[src/rtl/tour_cmd_pkg.sv]
// Shared types and constants for the knight's-tour command initiator (package tour_pkg).
package tour_pkg;

   typedef enum logic [2:0] {
      S_IDLE  = 3'd0,
      S_VERT  = 3'd1,
      S_VWAIT = 3'd2,
      S_HORZ  = 3'd3,
      S_HWAIT = 3'd4
   } state_t;

   localparam int IDX_W = 5;

   localparam logic [3:0] OP_MOVE    = 4'b0100;
   localparam logic [3:0] OP_MOVE_FF = 4'b0101;

   localparam logic [7:0] HDG_N = 8'h00;
   localparam logic [7:0] HDG_W = 8'h3F;
   localparam logic [7:0] HDG_S = 8'h7F;
   localparam logic [7:0] HDG_E = 8'hBF;

   localparam logic [7:0] RESP_DONE  = 8'hA5;
   localparam logic [7:0] RESP_ACK   = 8'h5A;
   localparam logic [7:0] RESP_ABORT = 8'hEE;

   function automatic logic [15:0] make_cmd(input logic [3:0] op,
                                             input logic [7:0] hdg,
                                             input logic [2:0] sq);
      return {op, hdg, 1'b0, sq};
   endfunction

endpackage

[src/rtl/tour_cmd_if.sv]
// Command bus between the initiator (master) and the command processor (slave).
interface tour_cmd_if;
   // cmd is valid while cmd_rdy is high and holds until the slave pulses
   // clr_cmd_rdy; the slave later pulses send_resp once the command is done,
   // and resp is meaningful in that send_resp cycle.
   logic [15:0] cmd;
   logic        cmd_rdy;
   logic        clr_cmd_rdy;
   logic        send_resp;
   logic [7:0]  resp;

   modport master (
      output cmd, cmd_rdy, resp,
      input  clr_cmd_rdy, send_resp
   );

   modport slave (
      input  cmd, cmd_rdy, resp,
      output clr_cmd_rdy, send_resp
   );
endinterface

[src/rtl/tour_cmd_knight_move_decode.sv]
// Splits a one-hot knight move into a vertical leg and a horizontal leg.
module knight_move_decode
   import tour_pkg::*;
(
   input  logic [7:0] move,
   output logic [7:0] v_hdg,
   output logic [2:0] v_sq,
   output logic [7:0] h_hdg,
   output logic [2:0] h_sq
);

   // Lowest set bit wins; an all-zero move falls through to the bit0 move.
   always_comb begin
      v_hdg = HDG_N;
      v_sq  = 3'd2;
      h_hdg = HDG_W;
      h_sq  = 3'd1;
      casez (move)
         8'b???????1: begin v_hdg = HDG_N; v_sq = 3'd2; h_hdg = HDG_W; h_sq = 3'd1; end
         8'b??????10: begin v_hdg = HDG_N; v_sq = 3'd2; h_hdg = HDG_E; h_sq = 3'd1; end
         8'b?????100: begin v_hdg = HDG_N; v_sq = 3'd1; h_hdg = HDG_W; h_sq = 3'd2; end
         8'b????1000: begin v_hdg = HDG_S; v_sq = 3'd1; h_hdg = HDG_W; h_sq = 3'd2; end
         8'b???10000: begin v_hdg = HDG_S; v_sq = 3'd2; h_hdg = HDG_W; h_sq = 3'd1; end
         8'b??100000: begin v_hdg = HDG_S; v_sq = 3'd2; h_hdg = HDG_E; h_sq = 3'd1; end
         8'b?1000000: begin v_hdg = HDG_S; v_sq = 3'd1; h_hdg = HDG_E; h_sq = 3'd2; end
         8'b10000000: begin v_hdg = HDG_N; v_sq = 3'd1; h_hdg = HDG_E; h_sq = 3'd2; end
         default: ;
      endcase
   end

endmodule

[src/rtl/tour_cmd.sv]
// Tour command initiator: forwards UART commands in IDLE, replays the knight's tour otherwise.
// Optional abort of a running tour via UART opcode F when TOUR_CMD_ABORT_EN is defined.
module tour_cmd
   import tour_pkg::*;
#(
   parameter int NUM_MOVES = 24
) (
   input  logic             clk,
   input  logic             rst_n,
   input  logic             start_tour,
   input  logic [7:0]       move,
   output logic [IDX_W-1:0] mv_indx,
   input  logic [15:0]      cmd_UART,
   input  logic             cmd_rdy_UART,
   output logic             clr_cmd_rdy_UART,
   tour_cmd_if.master       bus,
   output state_t           state
);

   state_t           state_q, state_next;
   logic [IDX_W-1:0] mv_q, mv_next;
   logic [15:0]      cmd_q, cmd_next;
   logic             rdy_q, rdy_next;
   logic             abort_q, abort_next;
   logic             abort_pulse;
   logic             last;

   logic [7:0] v_hdg, h_hdg;
   logic [2:0] v_sq, h_sq;

   knight_move_decode u_decode (
      .move  (move),
      .v_hdg (v_hdg),
      .v_sq  (v_sq),
      .h_hdg (h_hdg),
      .h_sq  (h_sq)
   );

   assign last = (mv_q == IDX_W'(NUM_MOVES - 1));

   always_ff @(posedge clk or negedge rst_n) begin
      if (!rst_n) begin
         state_q <= S_IDLE;
         mv_q    <= '0;
         cmd_q   <= 16'h0000;
         rdy_q   <= 1'b0;
         abort_q <= 1'b0;
      end else begin
         state_q <= state_next;
         mv_q    <= mv_next;
         cmd_q   <= cmd_next;
         rdy_q   <= rdy_next;
         abort_q <= abort_next;
      end
   end

   // The tour command is latched on the first VERT/HORZ cycle (move is read
   // combinationally from mv_indx) and cmd_rdy rises the cycle after, so cmd
   // is already stable whenever cmd_rdy is high.
   always_comb begin
      state_next  = state_q;
      mv_next     = mv_q;
      cmd_next    = cmd_q;
      rdy_next    = rdy_q;
      abort_next  = abort_q;
      abort_pulse = 1'b0;
`ifdef TOUR_CMD_ABORT_EN
      if (state_q != S_IDLE && cmd_rdy_UART && cmd_UART[15:12] == 4'hF && !abort_q) begin
         abort_pulse = 1'b1;
         abort_next  = 1'b1;
      end
`endif
      case (state_q)
         S_IDLE: begin
            if (start_tour) begin
               state_next = S_VERT;
               mv_next    = '0;
            end
         end
         S_VERT: begin
            if (rdy_q && bus.clr_cmd_rdy) begin
               state_next = S_VWAIT;
               rdy_next   = 1'b0;
            end else if (abort_q) begin
               state_next = S_IDLE;
               mv_next    = '0;
               rdy_next   = 1'b0;
            end else if (!rdy_q) begin
               cmd_next = make_cmd(OP_MOVE, v_hdg, v_sq);
               rdy_next = 1'b1;
            end
         end
         S_VWAIT: begin
            if (bus.send_resp) begin
               if (abort_q) begin
                  state_next = S_IDLE;
                  mv_next    = '0;
               end else begin
                  state_next = S_HORZ;
               end
            end
         end
         S_HORZ: begin
            if (rdy_q && bus.clr_cmd_rdy) begin
               state_next = S_HWAIT;
               rdy_next   = 1'b0;
            end else if (abort_q) begin
               state_next = S_IDLE;
               mv_next    = '0;
               rdy_next   = 1'b0;
            end else if (!rdy_q) begin
               cmd_next = make_cmd(OP_MOVE_FF, h_hdg, h_sq);
               rdy_next = 1'b1;
            end
         end
         S_HWAIT: begin
            if (bus.send_resp) begin
               if (abort_q) begin
                  state_next = S_IDLE;
                  mv_next    = '0;
               end else if (last) begin
                  state_next = S_IDLE;
               end else begin
                  state_next = S_VERT;
                  mv_next    = mv_q + IDX_W'(1);
               end
            end
         end
         default: begin
            state_next = S_IDLE;
            mv_next    = '0;
            rdy_next   = 1'b0;
         end
      endcase
      if (state_next == S_IDLE) begin
         abort_next = 1'b0;
      end
   end

   always_comb begin
      if (state_q == S_IDLE) begin
         bus.resp = RESP_DONE;
      end else if (abort_q) begin
         bus.resp = RESP_ABORT;
      end else if (state_q == S_HWAIT && last) begin
         bus.resp = RESP_DONE;
      end else begin
         bus.resp = RESP_ACK;
      end
   end

   assign bus.cmd          = (state_q == S_IDLE) ? cmd_UART     : cmd_q;
   assign bus.cmd_rdy      = (state_q == S_IDLE) ? cmd_rdy_UART : rdy_q;
   assign clr_cmd_rdy_UART = (state_q == S_IDLE) ? bus.clr_cmd_rdy : abort_pulse;
   assign mv_indx          = mv_q;
   assign state            = state_q;

endmodule

[src/flat_wrapper.sv]
// flat-port wrapper written by rule: the top's interface ports become plain ports
module tour_cmd_flat import tour_pkg::*;
#(
   parameter int NUM_MOVES = 24
)
  (clk, rst_n, start_tour, move, mv_indx, cmd_UART, cmd_rdy_UART, clr_cmd_rdy_UART, state, bus_cmd, bus_cmd_rdy, bus_resp, bus_clr_cmd_rdy, bus_send_resp);
  tour_cmd_if bus_i ();
  input  logic clk;
  input  logic rst_n;
  input  logic start_tour;
  input  logic [7:0] move;
  output logic [IDX_W-1:0] mv_indx;
  input  logic [15:0] cmd_UART;
  input  logic cmd_rdy_UART;
  output logic clr_cmd_rdy_UART;
  output state_t state;
  output wire logic [$bits(bus_i.cmd)-1:0] bus_cmd;
  output wire logic [$bits(bus_i.cmd_rdy)-1:0] bus_cmd_rdy;
  output wire logic [$bits(bus_i.resp)-1:0] bus_resp;
  input wire logic [$bits(bus_i.clr_cmd_rdy)-1:0] bus_clr_cmd_rdy;
  input wire logic [$bits(bus_i.send_resp)-1:0] bus_send_resp;
  assign bus_cmd = bus_i.cmd;
  assign bus_cmd_rdy = bus_i.cmd_rdy;
  assign bus_resp = bus_i.resp;
  assign bus_i.clr_cmd_rdy = bus_clr_cmd_rdy;
  assign bus_i.send_resp = bus_send_resp;
  tour_cmd #(.NUM_MOVES(NUM_MOVES)) u_core (.clk(clk), .rst_n(rst_n), .start_tour(start_tour), .move(move), .mv_indx(mv_indx), .cmd_UART(cmd_UART), .cmd_rdy_UART(cmd_rdy_UART), .clr_cmd_rdy_UART(clr_cmd_rdy_UART), .bus(bus_i), .state(state));
endmodule
[config.mk]
export PLATFORM = sky130hd
export DESIGN_NAME = tour_cmd_flat
export DESIGN_NICKNAME = d
export VERILOG_FILES = /design/src/rtl/tour_cmd_pkg.sv /design/src/rtl/tour_cmd_if.sv /design/src/rtl/tour_cmd_knight_move_decode.sv /design/src/rtl/tour_cmd.sv /design/src/flat_wrapper.sv
export SDC_FILE = /design/constraint.sdc
export NUM_CORES = 1
export LEC_CHECK = 0
export ABC_AREA = 1
export BUFFER_PORTS_ARGS = -buffer_cell sky130_fd_sc_hd__buf_2
export CAP_MARGIN = 5
export CORE_MARGIN = 2
export CORE_UTILIZATION = 44
export CTS_CLUSTER_DIAMETER = 120
export DETAILED_ROUTE_END_ITERATION = 10
export HOLD_SLACK_MARGIN = 0.08
export MAX_ROUTING_LAYER = met4
export PLACE_DENSITY = 0.79
export SLEW_MARGIN = 5
export SYNTH_ARGS = -nofsm -noshare
export SYNTH_HDL_FRONTEND = slang
export SYNTH_SLANG_ARGS = --single-unit
[constraint.sdc]
create_clock -name clk -period 2 [get_ports clk]
set_clock_uncertainty 0.05 [all_clocks]
set_input_delay 0.3 -clock clk [delete_from_list [all_inputs] [get_ports clk]]
set_output_delay 0.3 -clock clk [all_outputs]
set_load 0.02 [all_outputs]
**Word level (Yosys, flattened, before mapping)**

Cells that the tools add are included.

- Flip-flop bits (word level): 25
- Latch bits: 0
- Bits in writable memories: 0
- ROM bits: 0
- Input bits: 30
- Output and inout bits: 34
- Word-level logic and storage cells: 70
- Memories: 0

- $add $sub $neg: 1
- Multipliers: 0
- Div/mod/pow operators: 0
- $lt $le $gt $ge: 0
- Equal/unequal tests: 25
- Shift operators: 0
- Multiplexer cells: 27
- Bitwise operators: 0
- Reductions and logical operators: 13

Operators by type and width:

| kind | number |
|---|---|
| $mux 16 | 5 |
| $pmux 16 s2 | 1 |
| $mux 8 | 3 |
| $ne 2x2->1 const B | 10 |
| $mux 3 | 5 |
| $mux 5 | 3 |
| $pmux 3 s5 | 1 |
| $pmux 5 s3 | 1 |
| $reduce_or 4->1 | 3 |
| $eq 5x5->1 const B | 2 |
| $reduce_and 5->1 | 2 |
| $eq 8x8->1 const B | 1 |
| $eq 7x7->1 const B | 1 |
| $mux 7 | 1 |
| $reduce_and 7->1 | 1 |
| $eq 3x2->1 const B | 2 |
| $eq 3x3->1 const B | 2 |
| $eq 6x6->1 const B | 1 |
| $ne 2x1->1 const B | 3 |
| $reduce_or 3->1 | 2 |
| $add 5x1->5 const B | 1 |
| $eq 4x4->1 const B | 1 |
| $mux 1 | 4 |
| $mux 2 | 2 |
| other kinds (7) | 8 |

**Depth between registers and ports, before layout**

- Depth after elaboration: 6
- Depth in mapped cells: 7
- Gate-level depth less buffers: 7

**Cells and area by module**

Synthesis repeated with hierarchy kept, for this count alone.

- Cell total of the unflattened synthesis: 254
- Area total of the unflattened synthesis: 1699.1 um^2

Modules (own cells, without submodules):

| module | times used | cells an instance | area each (um^2) | seq. area each (um^2) |
|---|---|---|---|---|
| tour_cmd | 1 | 211 | 1455.1 | 550.5 |
| knight_move_decode | 1 | 43 | 244.0 | 0.0 |

**Worst setup path after synthesis**

OpenSTA, ideal clock, no wires.

- Path type: reg-to-output
- From: register u_core.state_q[1], in the netlist u_core.state[1]
- To: output port bus_resp[2]
- Arrival: 1.854 ns
- Path slack: -0.204 ns
- Cell stages (with the launch flop): 8
- Buffers on the path: 2
- Path through: dfrtp_1 nor2_4 nand2_1 buf_6 inv_2 nor2_1 inv_1 buf_4

- Word-level cells in the longest chain between the ends: 4
- Elaborated cells on any way between the ends: 5

RTL lines:

| item | line | RTL |
|---|---|---|
| start, declared | tour_cmd.sv:20 | `state_t state_q, state_next;` |
| start signal, assigned | tour_cmd.sv:49 | `state_q <= state_next;` |
| $eq 3x3->1 | tour_cmd.sv:145 | `end else if (state_q == S_HWAIT && last) begin` |
| $logic_and 1x1->1 | tour_cmd.sv:145 |  |
| $mux 8 | tour_cmd.sv:145 |  |
| $mux 8 (*) | tour_cmd.sv:141 | `if (state_q == S_IDLE) begin` |
| end, declared | flat_wrapper.sv:19 | `output wire logic [$bits(bus_i.resp)-1:0] bus_resp;` |

Every way passes the cells marked *; elsewhere a longest branch is shown, timed or not.

**Worst setup path in the final report**

- From: register u_core.mv_q[0], in the netlist u_core.mv_indx[0]
- To: output port bus_resp[0]

- Word-level cells in the longest chain between the ends: 4

RTL lines:

| item | line | RTL |
|---|---|---|
| start, declared | tour_cmd.sv:21 | `logic [IDX_W-1:0] mv_q, mv_next;` |
| start signal, assigned | tour_cmd.sv:50 | `mv_q <= mv_next;` |
| $eq 5x5->1 | tour_cmd.sv:39 | `assign last = (mv_q == IDX_W'(NUM_MOVES - 1));` |
| $logic_and 1x1->1 | tour_cmd.sv:145 |  |
| $mux 8 | tour_cmd.sv:145 |  |
| $mux 8 | tour_cmd.sv:141 |  |

Every way passes these cells.

==> impl_metrics.yaml <==
clock_network:
  cts_buffers: 3
  clock_sinks: 16
  clockRootBuffer: "clkbuf_4"
  clk_latency_ns: 0.30
  htree_levels: 1
  clockBufferDepth: 2
  clk_pin_slew_worst_paths_ns: 0.10
  cts_tree: "built"
critical_path:
  worstPathArrival_ns: 1.57
  critPathMaxStageDelay_ns: 0.45
  r2r_slack_ns: 0.48
  critPathBufInv: 2
  path_class: "reg2out"
  crit_slowest_cell: "dfrtp_1"
  critPathLaunchType: "flop"
  cp_top_family: "flip-flops"
  cp_cell_sequence: "ha_4 -> nand4_1 -> nor2_4 -> nor2_2 -> inv_2 -> buf_4"
  required_ns: 1.65
  crit_path_max_fanout: 5
  crit_path_end_kind: "output pin"
finish:
  area_growth_pct: 35.5
  final_cell_mix: "64 x nand2_1, 59 x buf_2, 22 x inv_1, 22 x nor2_1"
  final_common_cell: "nand2_1"
  num-nets-final: 276
  n_antenna_cell: 0
  n_fill_cell: 229
  drive_gt1_share_pct: 36.9
route:
  drc: 0
  drtIter0Drc: 33
  drt-pass1-iter-count: 4
  wl_um: 2870
  wl_per_cell_um: 10.5
  vias: 1305
  ant_nets: 0
  avgViaCountPerCell: 4.76
floorplan:
  die_h_um: 55.7
  initial_core_util_pct: 47.0
  dieArea_sq_um: 3100
  die_x_um: 55.7
  ios: 64
  coreArea_sq_um: 2500
  rows: 18
yosys:
  avgSynthCellArea_sq_um: 6.56
  yosys.area_share.simple_pct: 41.6
  synth_fp_nets: 210
  synth_top_family_by_area: "simple AND/OR/NAND/NOR gates"
  synth_cell_types: 23
  synthMuxAreaShare_pct: 0
  synth_xor_xnor_area_share_pct: 0
  yosysTopAreaCellShare_pct: 34.1
  synthAdderAreaFrac_pct: 1.06
  ys.warnings.count: 0
  ys_seq_area_share_pct: 34.1
  synth_area_sq_um: 1170
  synth_area_leader_cell: "dfrtp_1"
  synthTopCellsByArea: "dfrtp_1 34%, nand2_1 21%, inv_1 7.3%"
  synth-seq-cells: 16
  synth_compound_area_share_pct: 10.1
  netlist_instances: 179
timing:
  hold_viol: 0
  min_period_ns: 1.92
  whs_ns: 0.189
  slew_viol_final: 0
  setup_slack_ns: 0.0839
  setup_viol_count_final: 0
  fin_crit_sh_pct: 95.8
  clock.fmax_mhz: 522
  max_slew.worst_pin.slew_ns: 0.349
  relSlewSlack_pct: 76.7
placed_design:
  dp.final_hpwl_um: 2200
  place_congestion: 0.874
  portBuffers: 63
  dpl_worst_slack_ns: 0.287
power:
  netSwitchingFraction_pct: 54.2
  peakVddDrop_mv: 1.03
  leakagePower_nw: 0.932
  p_int_w: 0.00111
  powerDensity_nw_per_um2: 1530
  seq_power_share_pct: 21.5
  pwr-share-comb_pct: 70.9
  clkPwrFrac_pct: 7.6
  power_w: 0.00244
  p_sw_w: 0.00132
outcome:
  status: "completed"
global_routing:
  grt_antenna_before_repair: 0
  grt_pass1_vias: 1102
  grt_pass1_wl_um: 4590
  grt_max_degree: 19
  grt_util_all_layers_pct: 19.1
  grt-ovfl-total: 0
job:
  drv_cap: 0
min_path:
  worstHoldPathType: "in2reg"
==> layer usage <==
layer / global-route usage [%] / vias up / share of wire (%)
met5: - / - / 0
li1: - / 684 / -
met3: 3.02 / 5 / 6.2
met2: 29.1 / 42 / 47
met4: 10.5 / 0 / 2.0
met1: 24.1 / 574 / 45
==> per-stage QoR <==
| step | instance area [sq um] | std cells | utilization, % | setup TNS [ns] |
|---|---|---|---|---|
| after global routing | 1590 | 274 | 63.7 | -0.0950 |
| final | 1590 | 274 | 63.7 | 0 |
| after floorplan | 1180 | 179 | - | 0 |
| after CTS | 1520 | 270 | 60.8 | 0 |
| after detailed placement | 1480 | 265 | 59.0 | 0 |
| after global placement | 1480 | 265 | 59.0 | 0 |
==> repair_timing <==
action | 4_1_cts | 5_1_grt
hold buffers | 1 | 0
hold endpoints to repair | 16 | 0
endpoints found under the setup margin | 15 | 17
setup buffers | 0 | 4
resized for setup | 3 | 10
pin swaps | 0 | 3
==> final timing paths <==
| path | start | endpoint | depth (start not counted) |
|---|---|---|---|
| min | bus_send_resp | u_core.state[2] | 2 |
| max in group asynchronous | rst_n | u_core.mv_indx[1] | 2 |
| min in group asynchronous | rst_n | u_core.rdy_q | 2 |
| max reg2reg | u_core.state[2] | u_core.cmd_q[10] | 7 |
| max | u_core.mv_indx[0] | bus_resp[0] | 6 |
| min reg2reg | u_core.cmd_q[14] | u_core.cmd_q[14] | 2 |
==> final cells by class <==
cell class              count  area, sq um  share of cell area [%]
repair buffers             69          385                    24.2
well taps                  30         37.5                    2.36
inverters                  24         92.6                    5.82
multi-input cells         131          646                    40.6
clock buffers               4         26.3                    1.65
flip-flops and latches     16          404                    25.4
==> Yosys cell counts, drive strengths merged <==
cell type and instances:
nand4 3, nor3b 1, buf 8, o21bai 2
a21boi 1, a2bb2oi 1, o211ai 1, nor2 27
ha 1, a21oi 3, o22ai 1, inv 24
dfrtp 16, nand2 69, nand3 13, o21ai 8
==> logic make-up after synthesis <==
group	Yosys count
simple gates	113
buf+inv	32
fa+ha+maj	1
compound gates	17
flops	16
==> registers in the layout, summed over array words and instances, names as in the netlist <==
name	flops
u_core.rdy_q	1
u_core.mv_indx	5
u_core.cmd_q	7
u_core.state	3
==> power groups by stage <==
stage / clock network, W / registers [W] / logic (W)
2_1_floorplan: 0 / 0.000540 / 0.00121
3_3_place_gp: 0 / 0.000519 / 0.00159
3_5_place_dp: 0 / 0.000523 / 0.00160
4_1_cts: 0.000192 / 0.000519 / 0.00162
5_1_grt: 0.000211 / 0.000537 / 0.00188
6_report: 0.000186 / 0.000522 / 0.00173
Power figures use the tool's default switching activity.
